### src/rtl/note_hit_judge_pkg.sv
// Shared definitions for the note hit judge: FSM states, multiplier cap and
// default scoring constants so the scoreboard and display logic agree.
package note_hit_judge_pkg;

  typedef enum logic [1:0] {
    ST_IDLE  = 2'd0,
    ST_ARMED = 2'd1,
    ST_DONE  = 2'd2
  } judge_state_e;

  localparam int unsigned MULT_CAP        = 4;
  localparam int unsigned DEF_BASE_POINTS = 10;
  localparam int unsigned DEF_STEP        = 8;

  // Combo multiplier: 1 + combo/step, capped at MULT_CAP.
  function automatic logic [2:0] mult_of(input int unsigned combo, input int unsigned step);
    int unsigned m;
    m = 1 + combo / step;
    if (m > MULT_CAP) m = MULT_CAP;
    return 3'(m);
  endfunction

endpackage

### src/rtl/note_hit_judge_if.sv
// Game-side signal bundle for one lane judge: control/press inputs plus
// score, combo, multiplier and event-pulse outputs.
interface note_hit_judge_if #(
  parameter int unsigned SCORE_W = 16,
  parameter int unsigned COMBO_W = 8
);
  logic               ENABLE;
  logic               TICK;
  logic               NOTE_ZONE;
  logic               PLAY_N;
  logic [SCORE_W-1:0] SCORE;
  logic [COMBO_W-1:0] COMBO;
  logic [2:0]         MULT;
  logic               HIT_PULSE;
  logic               MISS_PULSE;
  logic               GHOST_PULSE;

  modport master (
    output ENABLE, TICK, NOTE_ZONE, PLAY_N,
    input  SCORE, COMBO, MULT, HIT_PULSE, MISS_PULSE, GHOST_PULSE
  );

  modport slave (
    input  ENABLE, TICK, NOTE_ZONE, PLAY_N,
    output SCORE, COMBO, MULT, HIT_PULSE, MISS_PULSE, GHOST_PULSE
  );
endinterface

### src/rtl/note_hit_judge_button_sync_edge.sv
// Two-flop synchroniser for an active-low KEY input followed by a registered
// falling-edge detector; press_o is a single-cycle pulse 3 clocks after the pin falls.
module button_sync_edge (
  input  logic clk_i,
  input  logic rst_ni,
  input  logic btn_ni,
  output logic press_o
);
  logic meta_q;
  logic sync_q;
  logic prev_q;
  logic press_q;

  always_ff @(posedge clk_i) begin
    if (!rst_ni) begin
      meta_q  <= 1'b1;
      sync_q  <= 1'b1;
      prev_q  <= 1'b1;
      press_q <= 1'b0;
    end else begin
      meta_q  <= btn_ni;
      sync_q  <= meta_q;
      prev_q  <= sync_q;
      press_q <= prev_q & ~sync_q;
    end
  end

  assign press_o = press_q;

endmodule

### src/rtl/note_hit_judge.sv
// Single-lane note judge: samples the hit-zone bit on each game tick, judges
// strums as hit/miss/ghost and keeps score, combo and the combo multiplier.
module note_hit_judge
  import note_hit_judge_pkg::*;
#(
  parameter int unsigned SCORE_W     = 16,
  parameter int unsigned COMBO_W     = 8,
  parameter int unsigned BASE_POINTS = DEF_BASE_POINTS,
  parameter int unsigned STEP        = DEF_STEP
) (
  input logic             CLK,
  input logic             RESET_N,
  note_hit_judge_if.slave io
);
  localparam int unsigned SUM_W = SCORE_W + 1;

  judge_state_e       state_q, state_d;
  logic [SCORE_W-1:0] score_q, score_d;
  logic [COMBO_W-1:0] combo_q, combo_d;
  logic [2:0]         mult_q, mult_d;
  logic               hit_q, hit_d;
  logic               miss_q, miss_d;
  logic               ghost_q, ghost_d;
  logic               press;
  logic [SUM_W-1:0]   sum;
  logic [2:0]         cur_mult;

  button_sync_edge u_play (
    .clk_i   (CLK),
    .rst_ni  (RESET_N),
    .btn_ni  (io.PLAY_N),
    .press_o (press)
  );

  always_ff @(posedge CLK) begin
    if (!RESET_N) state_q <= ST_IDLE;
    else          state_q <= state_d;
  end

  // Press is resolved first; the tick then sees the post-press state, so a
  // hit on the outgoing note suppresses its miss and the new note still arms.
  always_comb begin
    state_d  = state_q;
    score_d  = score_q;
    combo_d  = combo_q;
    hit_d    = 1'b0;
    miss_d   = 1'b0;
    ghost_d  = 1'b0;
    sum      = '0;
    cur_mult = mult_of(32'(combo_q), STEP);
    mult_d   = cur_mult;

    if (io.ENABLE) begin
      if (press) begin
        if (state_q == ST_ARMED) begin
          sum     = {1'b0, score_q} + SUM_W'(BASE_POINTS * cur_mult);
          score_d = sum[SCORE_W] ? '1 : sum[SCORE_W-1:0];
          if (combo_q != '1) combo_d = combo_q + COMBO_W'(1);
          state_d = ST_DONE;
          hit_d   = 1'b1;
        end else begin
          combo_d = '0;
          ghost_d = 1'b1;
        end
      end
      if (io.TICK) begin
        if (state_d == ST_ARMED) begin
          miss_d  = 1'b1;
          combo_d = '0;
        end
        state_d = io.NOTE_ZONE ? ST_ARMED : ST_IDLE;
      end
    end
  end

  always_ff @(posedge CLK) begin
    if (!RESET_N) begin
      score_q <= '0;
      combo_q <= '0;
      mult_q  <= 3'd1;
      hit_q   <= 1'b0;
      miss_q  <= 1'b0;
      ghost_q <= 1'b0;
    end else begin
      score_q <= score_d;
      combo_q <= combo_d;
      mult_q  <= mult_d;
      hit_q   <= hit_d;
      miss_q  <= miss_d;
      ghost_q <= ghost_d;
    end
  end

  assign io.SCORE       = score_q;
  assign io.COMBO       = combo_q;
  assign io.MULT        = mult_q;
  assign io.HIT_PULSE   = hit_q;
  assign io.MISS_PULSE  = miss_q;
  assign io.GHOST_PULSE = ghost_q;

endmodule
### src/flat_wrapper.sv
// flat-port wrapper written by rule: the top's interface ports become plain ports
module note_hit_judge_flat import note_hit_judge_pkg::*;
#(
  parameter int unsigned SCORE_W     = 16,
  parameter int unsigned COMBO_W     = 8,
  parameter int unsigned BASE_POINTS = DEF_BASE_POINTS,
  parameter int unsigned STEP        = DEF_STEP
)
  (CLK, RESET_N, io_ENABLE, io_TICK, io_NOTE_ZONE, io_PLAY_N, io_SCORE, io_COMBO, io_MULT, io_HIT_PULSE, io_MISS_PULSE, io_GHOST_PULSE);
  note_hit_judge_if #(.SCORE_W(SCORE_W), .COMBO_W(COMBO_W)) io_i ();
  input logic CLK;
  input logic RESET_N;
  input wire logic [$bits(io_i.ENABLE)-1:0] io_ENABLE;
  input wire logic [$bits(io_i.TICK)-1:0] io_TICK;
  input wire logic [$bits(io_i.NOTE_ZONE)-1:0] io_NOTE_ZONE;
  input wire logic [$bits(io_i.PLAY_N)-1:0] io_PLAY_N;
  output wire logic [$bits(io_i.SCORE)-1:0] io_SCORE;
  output wire logic [$bits(io_i.COMBO)-1:0] io_COMBO;
  output wire logic [$bits(io_i.MULT)-1:0] io_MULT;
  output wire logic [$bits(io_i.HIT_PULSE)-1:0] io_HIT_PULSE;
  output wire logic [$bits(io_i.MISS_PULSE)-1:0] io_MISS_PULSE;
  output wire logic [$bits(io_i.GHOST_PULSE)-1:0] io_GHOST_PULSE;
  assign io_i.ENABLE = io_ENABLE;
  assign io_i.TICK = io_TICK;
  assign io_i.NOTE_ZONE = io_NOTE_ZONE;
  assign io_i.PLAY_N = io_PLAY_N;
  assign io_SCORE = io_i.SCORE;
  assign io_COMBO = io_i.COMBO;
  assign io_MULT = io_i.MULT;
  assign io_HIT_PULSE = io_i.HIT_PULSE;
  assign io_MISS_PULSE = io_i.MISS_PULSE;
  assign io_GHOST_PULSE = io_i.GHOST_PULSE;
  note_hit_judge #(.SCORE_W(SCORE_W), .COMBO_W(COMBO_W), .BASE_POINTS(BASE_POINTS), .STEP(STEP)) u_core (.CLK(CLK), .RESET_N(RESET_N), .io(io_i));
endmodule
### config.mk
export PLATFORM = sky130hd
export DESIGN_NAME = note_hit_judge_flat
export DESIGN_NICKNAME = d
export VERILOG_FILES = /design/src/rtl/note_hit_judge_pkg.sv /design/src/rtl/note_hit_judge_if.sv /design/src/rtl/note_hit_judge_button_sync_edge.sv /design/src/rtl/note_hit_judge.sv /design/src/flat_wrapper.sv
export SDC_FILE = /design/constraint.sdc
export NUM_CORES = 1
export LEC_CHECK = 0
export ABC_CLOCK_PERIOD_IN_PS = 6500
export BUFFER_PORTS_ARGS = -buffer_cell sky130_fd_sc_hd__clkbuf_2
export CORE_MARGIN = 1
export CORE_UTILIZATION = 60
export CTS_BUF_LIST = sky130_fd_sc_hd__clkbuf_8
export DETAILED_ROUTE_END_ITERATION = 10
export GPL_TIMING_DRIVEN = 1
export HOLD_SLACK_MARGIN = 0.02
export PLACE_DENSITY = 0.84
export SETUP_SLACK_MARGIN = 0.3
export SLEW_MARGIN = 0
export SYNTH_ARGS = -nofsm -noshare
export SYNTH_HDL_FRONTEND = slang
export SYNTH_SLANG_ARGS = --single-unit
### constraint.sdc
create_clock -name CLK -period 6.5 [get_ports CLK]
set_clock_uncertainty 0.2 [all_clocks]
set_input_delay 0.65 -clock CLK [delete_from_list [all_inputs] [get_ports CLK]]
set_output_delay 0.65 -clock CLK [all_outputs]
set_load 0.01 [all_outputs]
==> metrics.md <==
| Metric | Value |
|---|---|
| Htree depth | `2` |
| Final Net Count | `268` |
| Placed inst area | `0.00204 mm²` |
| Tot GR Track Use | `26.5%` |
| Final min period | `3.90 ns` |
| Switching share of power | `22.2%` |
| Antenna violations before repair | `0` |
| CP max FO | `9` |
| Ys flop type | `dfxtp_1` |
| HPWL after DPL | `2890 µm` |
| Async S/R FF share, synth | `0%` |
| Critical Setup Path Class | `reg -> reg` |
| RSZ-0062 raised after global routing | `false` |
| Routed vias/inst | `6.32` |
| Leak Pwr | `0.883 nW` |
| Slew Limit Fails | `0` |
| Initial detailed-routing violation count | `149` |
| # setup viols final | `0` |
| Most frequent cells in the layout | `dfxtp_1 (36), clkbuf_2 (35), nor2_1 (16), o21ai_0 (16), nand2_1 (15)` |
| Post-synth EDFFs | `0` |
| Syn_nets | `236` |
| Violated checks | `design-rule violations` |
| Worst Hold Margin | `0.208 ns` |
| CTS clk-pin slew, worst paths | `0.07 ns` |
| Int Pwr | `0.297 mW` |
| Post-synth design cell area | `0.00187 mm²` |
| Residual DRC | `3` |
| CTS max path bufs | `2` |
| # diodes | `0` |
| Die area | `0.00335 mm²` |
| Crit. End Element | `flop` |
| Post-synthesis sequential area ratio | `38.5%` |
| Layout area overhead | `13.4%` |
| # Post-CTS Setup Buffers | `0` |
| Post-synthesis register bit count | `36` |
| Resize count post-CTS | `0` |
| Worst slew pin tran | `0.602 ns` |
| Io pins | `36` |
| Average instance area after synthesis | `8.59 µm²` |
| Fmax | `0.257 GHz` |
| Seq pwr share | `58.4%` |
| VDD IR max | `0.136 mV` |
| Worst path arrival time | `3.91 ns` |
| PwrDens | `180 mW/mm²` |
| Fin. Hold Viols | `0` |
| Vias in the first global route | `1,600` |
| DP Cell Count | `274` |
| Synth unique cells | `52` |
| Critical Path Source Type | `flop` |
| CTS tree | `built` |
| Core footprint | `0.00285 mm²` |
| Max Cap Viol | `0` |
| Routed Antenna Nets | `0` |
| Num rows | `19` |
| Root Buffer | `clkbuf_8` |
| Layout cells sized above 1 | `19.2%` |
| Die width | `57.9 µm` |
| Finished Layout Cells | `281` |
| Largest net degree at the start of global routing | `20` |
| Starting density of the core | `65.6%` |
| Routed vias | `1,776` |
| Number of CTS-inserted buffers | `5` |
| Worst slew margin | `59.9%` |
| Pre-Repair DR Iteration Count | `7` |
| Fin area | `0.00212 mm²` |
| Status | `finished with violations` |
| Combinational Power Share | `3.2%` |
| Net Sw Power | `0.0849 mW` |
| Chip height | `57.9 µm` |
| Required time worst endpoint | `6.52 ns` |
| Mapped Cells | `218` |
| Final WL | `4070 µm` |
| Final GP Congestion | `0.916` |
| Tcrit/Tclk final | `59.9%` |
| Yosys Warn Count | `0` |
| First-pass GRT wire length | `6910 µm` |
| Clock network fraction of design power | `38.3%` |
| Commonest non-fill, non-tap cell in the layout | `dfxtp_1` |
| Clk sinks | `36` |
| Routed len/inst | `14.5 µm` |
| Clk_lat worst skew | `0.28 ns` |
| Hold_buf cts | `0` |
| Final TNS setup | `0 ns` |
| Total power draw | `0.382 mW` |
| Gr ovfl total | `0` |
| PortBufs | `35` |
| Hold WC Path Type | `reg -> reg` |
==> per-stage QoR <==
stage                     utilization, %  setup slack [ns]
after global routing                74.4              2.32
final                               74.4              2.60
after detailed placement            71.7              2.67
after global placement              71.7              2.82
after floorplan                        -              3.01
after CTS                           74.4              2.66
==> flip-flops by register name (all words and copies together) (netlist names) <==
signal                 cells
u_core.io.MULT             3
u_core.u_play.meta_q       1
u_core.u_play.sync_q       1
u_core.io.SCORE           16
u_core.io.GHOST_PULSE      1
u_core.io.HIT_PULSE        1
u_core.u_play.prev_q       1
u_core.io.MISS_PULSE       1
u_core.state_q             2
u_core.u_play.press_o      1
u_core.io.COMBO            8
==> power by group through the flow <==
stage	Clock [mW]	Combinational, mW	Sequential [mW]
after floorplan	0	0.00903	0.228
after global placement	0	0.0122	0.228
final	0.146	0.0124	0.223
after global routing	0.159	0.0141	0.223
after detailed placement	0	0.0124	0.228
after CTS	0.151	0.0125	0.223
==> Yosys cell counts (all sizes together), types with 4 or more instances <==
| master | n | area [µm²] |
|---|---|---|
| a21oi | 12 | 60.1 |
| nand4 | 4 | 25.0 |
| nor2 | 17 | 66.3 |
| o21ai | 20 | 100 |
| nand3 | 13 | 75.1 |
| nor3 | 5 | 25.0 |
| and3 | 6 | 38.8 |
| a31oi | 9 | 56.3 |
| xnor2 | 8 | 70.1 |
| inv | 4 | 15.0 |
| dfxtp | 36 | 721 |
| a211oi | 4 | 30.0 |
| ha | 11 | 138 |
| clkbuf | 9 | 33.8 |
| nand2 | 15 | 56.3 |
==> critical path, cell delays in order, from the launching register on <==
cell and delay (ns):
dfxtp_1 0.48, ha_1 0.23, nand2_1 0.08, a211oi_1 0.34, o21ai_0 0.23, ha_1 0.24
ha_1 0.18, ha_1 0.27, ha_1 0.36, o211ai_1 0.14, o21ai_1 0.24, nand3_1 0.11
a2111o_1 0.53, a31oi_1 0.19
==> kinds of logic (layout without fill, tap and decap cells) <==
group	Yosys count	count (layout)	share of synthesized area, %
simple gates	81	81	23.5
compound gates	65	65	22.2
flops	36	36	38.5
buf+inv	15	47	3.21
fa+ha+maj	12	12	8.42
xor+xnor	9	9	4.21
==> final cells by class <==
cell class                      instances  area, µm²
Tap cell                               31       38.8
Clock inverter                          2       8.76
Timing Repair Buffer                   35        175
Multi-Input combinational cell        167       1090
Fill cell                             226        731
Clock buffer                            5       68.8
Inverter                                5       18.8
Sequential cell                        36        721
==> worst paths after layout <==
kind / start / to / slack [ns] / depth (start not counted)
worst max-delay path: u_core.io.COMBO[3]$_SDFFE_PN0P_ / u_core.io.SCORE[4]$_SDFFE_PN0P_ / 2.60 / 13
worst max register to register: u_core.io.COMBO[3]$_SDFFE_PN0P_ / u_core.io.SCORE[4]$_SDFFE_PN0P_ / 2.60 / 13
worst min-delay path: u_core.u_play.meta_q$_SDFF_PN1_ / u_core.u_play.sync_q$_SDFF_PN1_ / 0.21 / 1
worst min register to register: u_core.u_play.meta_q$_SDFF_PN1_ / u_core.u_play.sync_q$_SDFF_PN1_ / 0.21 / 1
==> layer usage <==
metal  share of wire [%]  global-route usage, %  wire (µm)  vias up
met3                 5.7                   7.37        232        4
met4                0.56                   9.18         23        0
met2                  49                   43.5       1980       58
met1                  45                   33.4       1830      829
li1                    -                      -          -      885
met5                   0                      0          0        -
(Power assumes the default switching activity.)
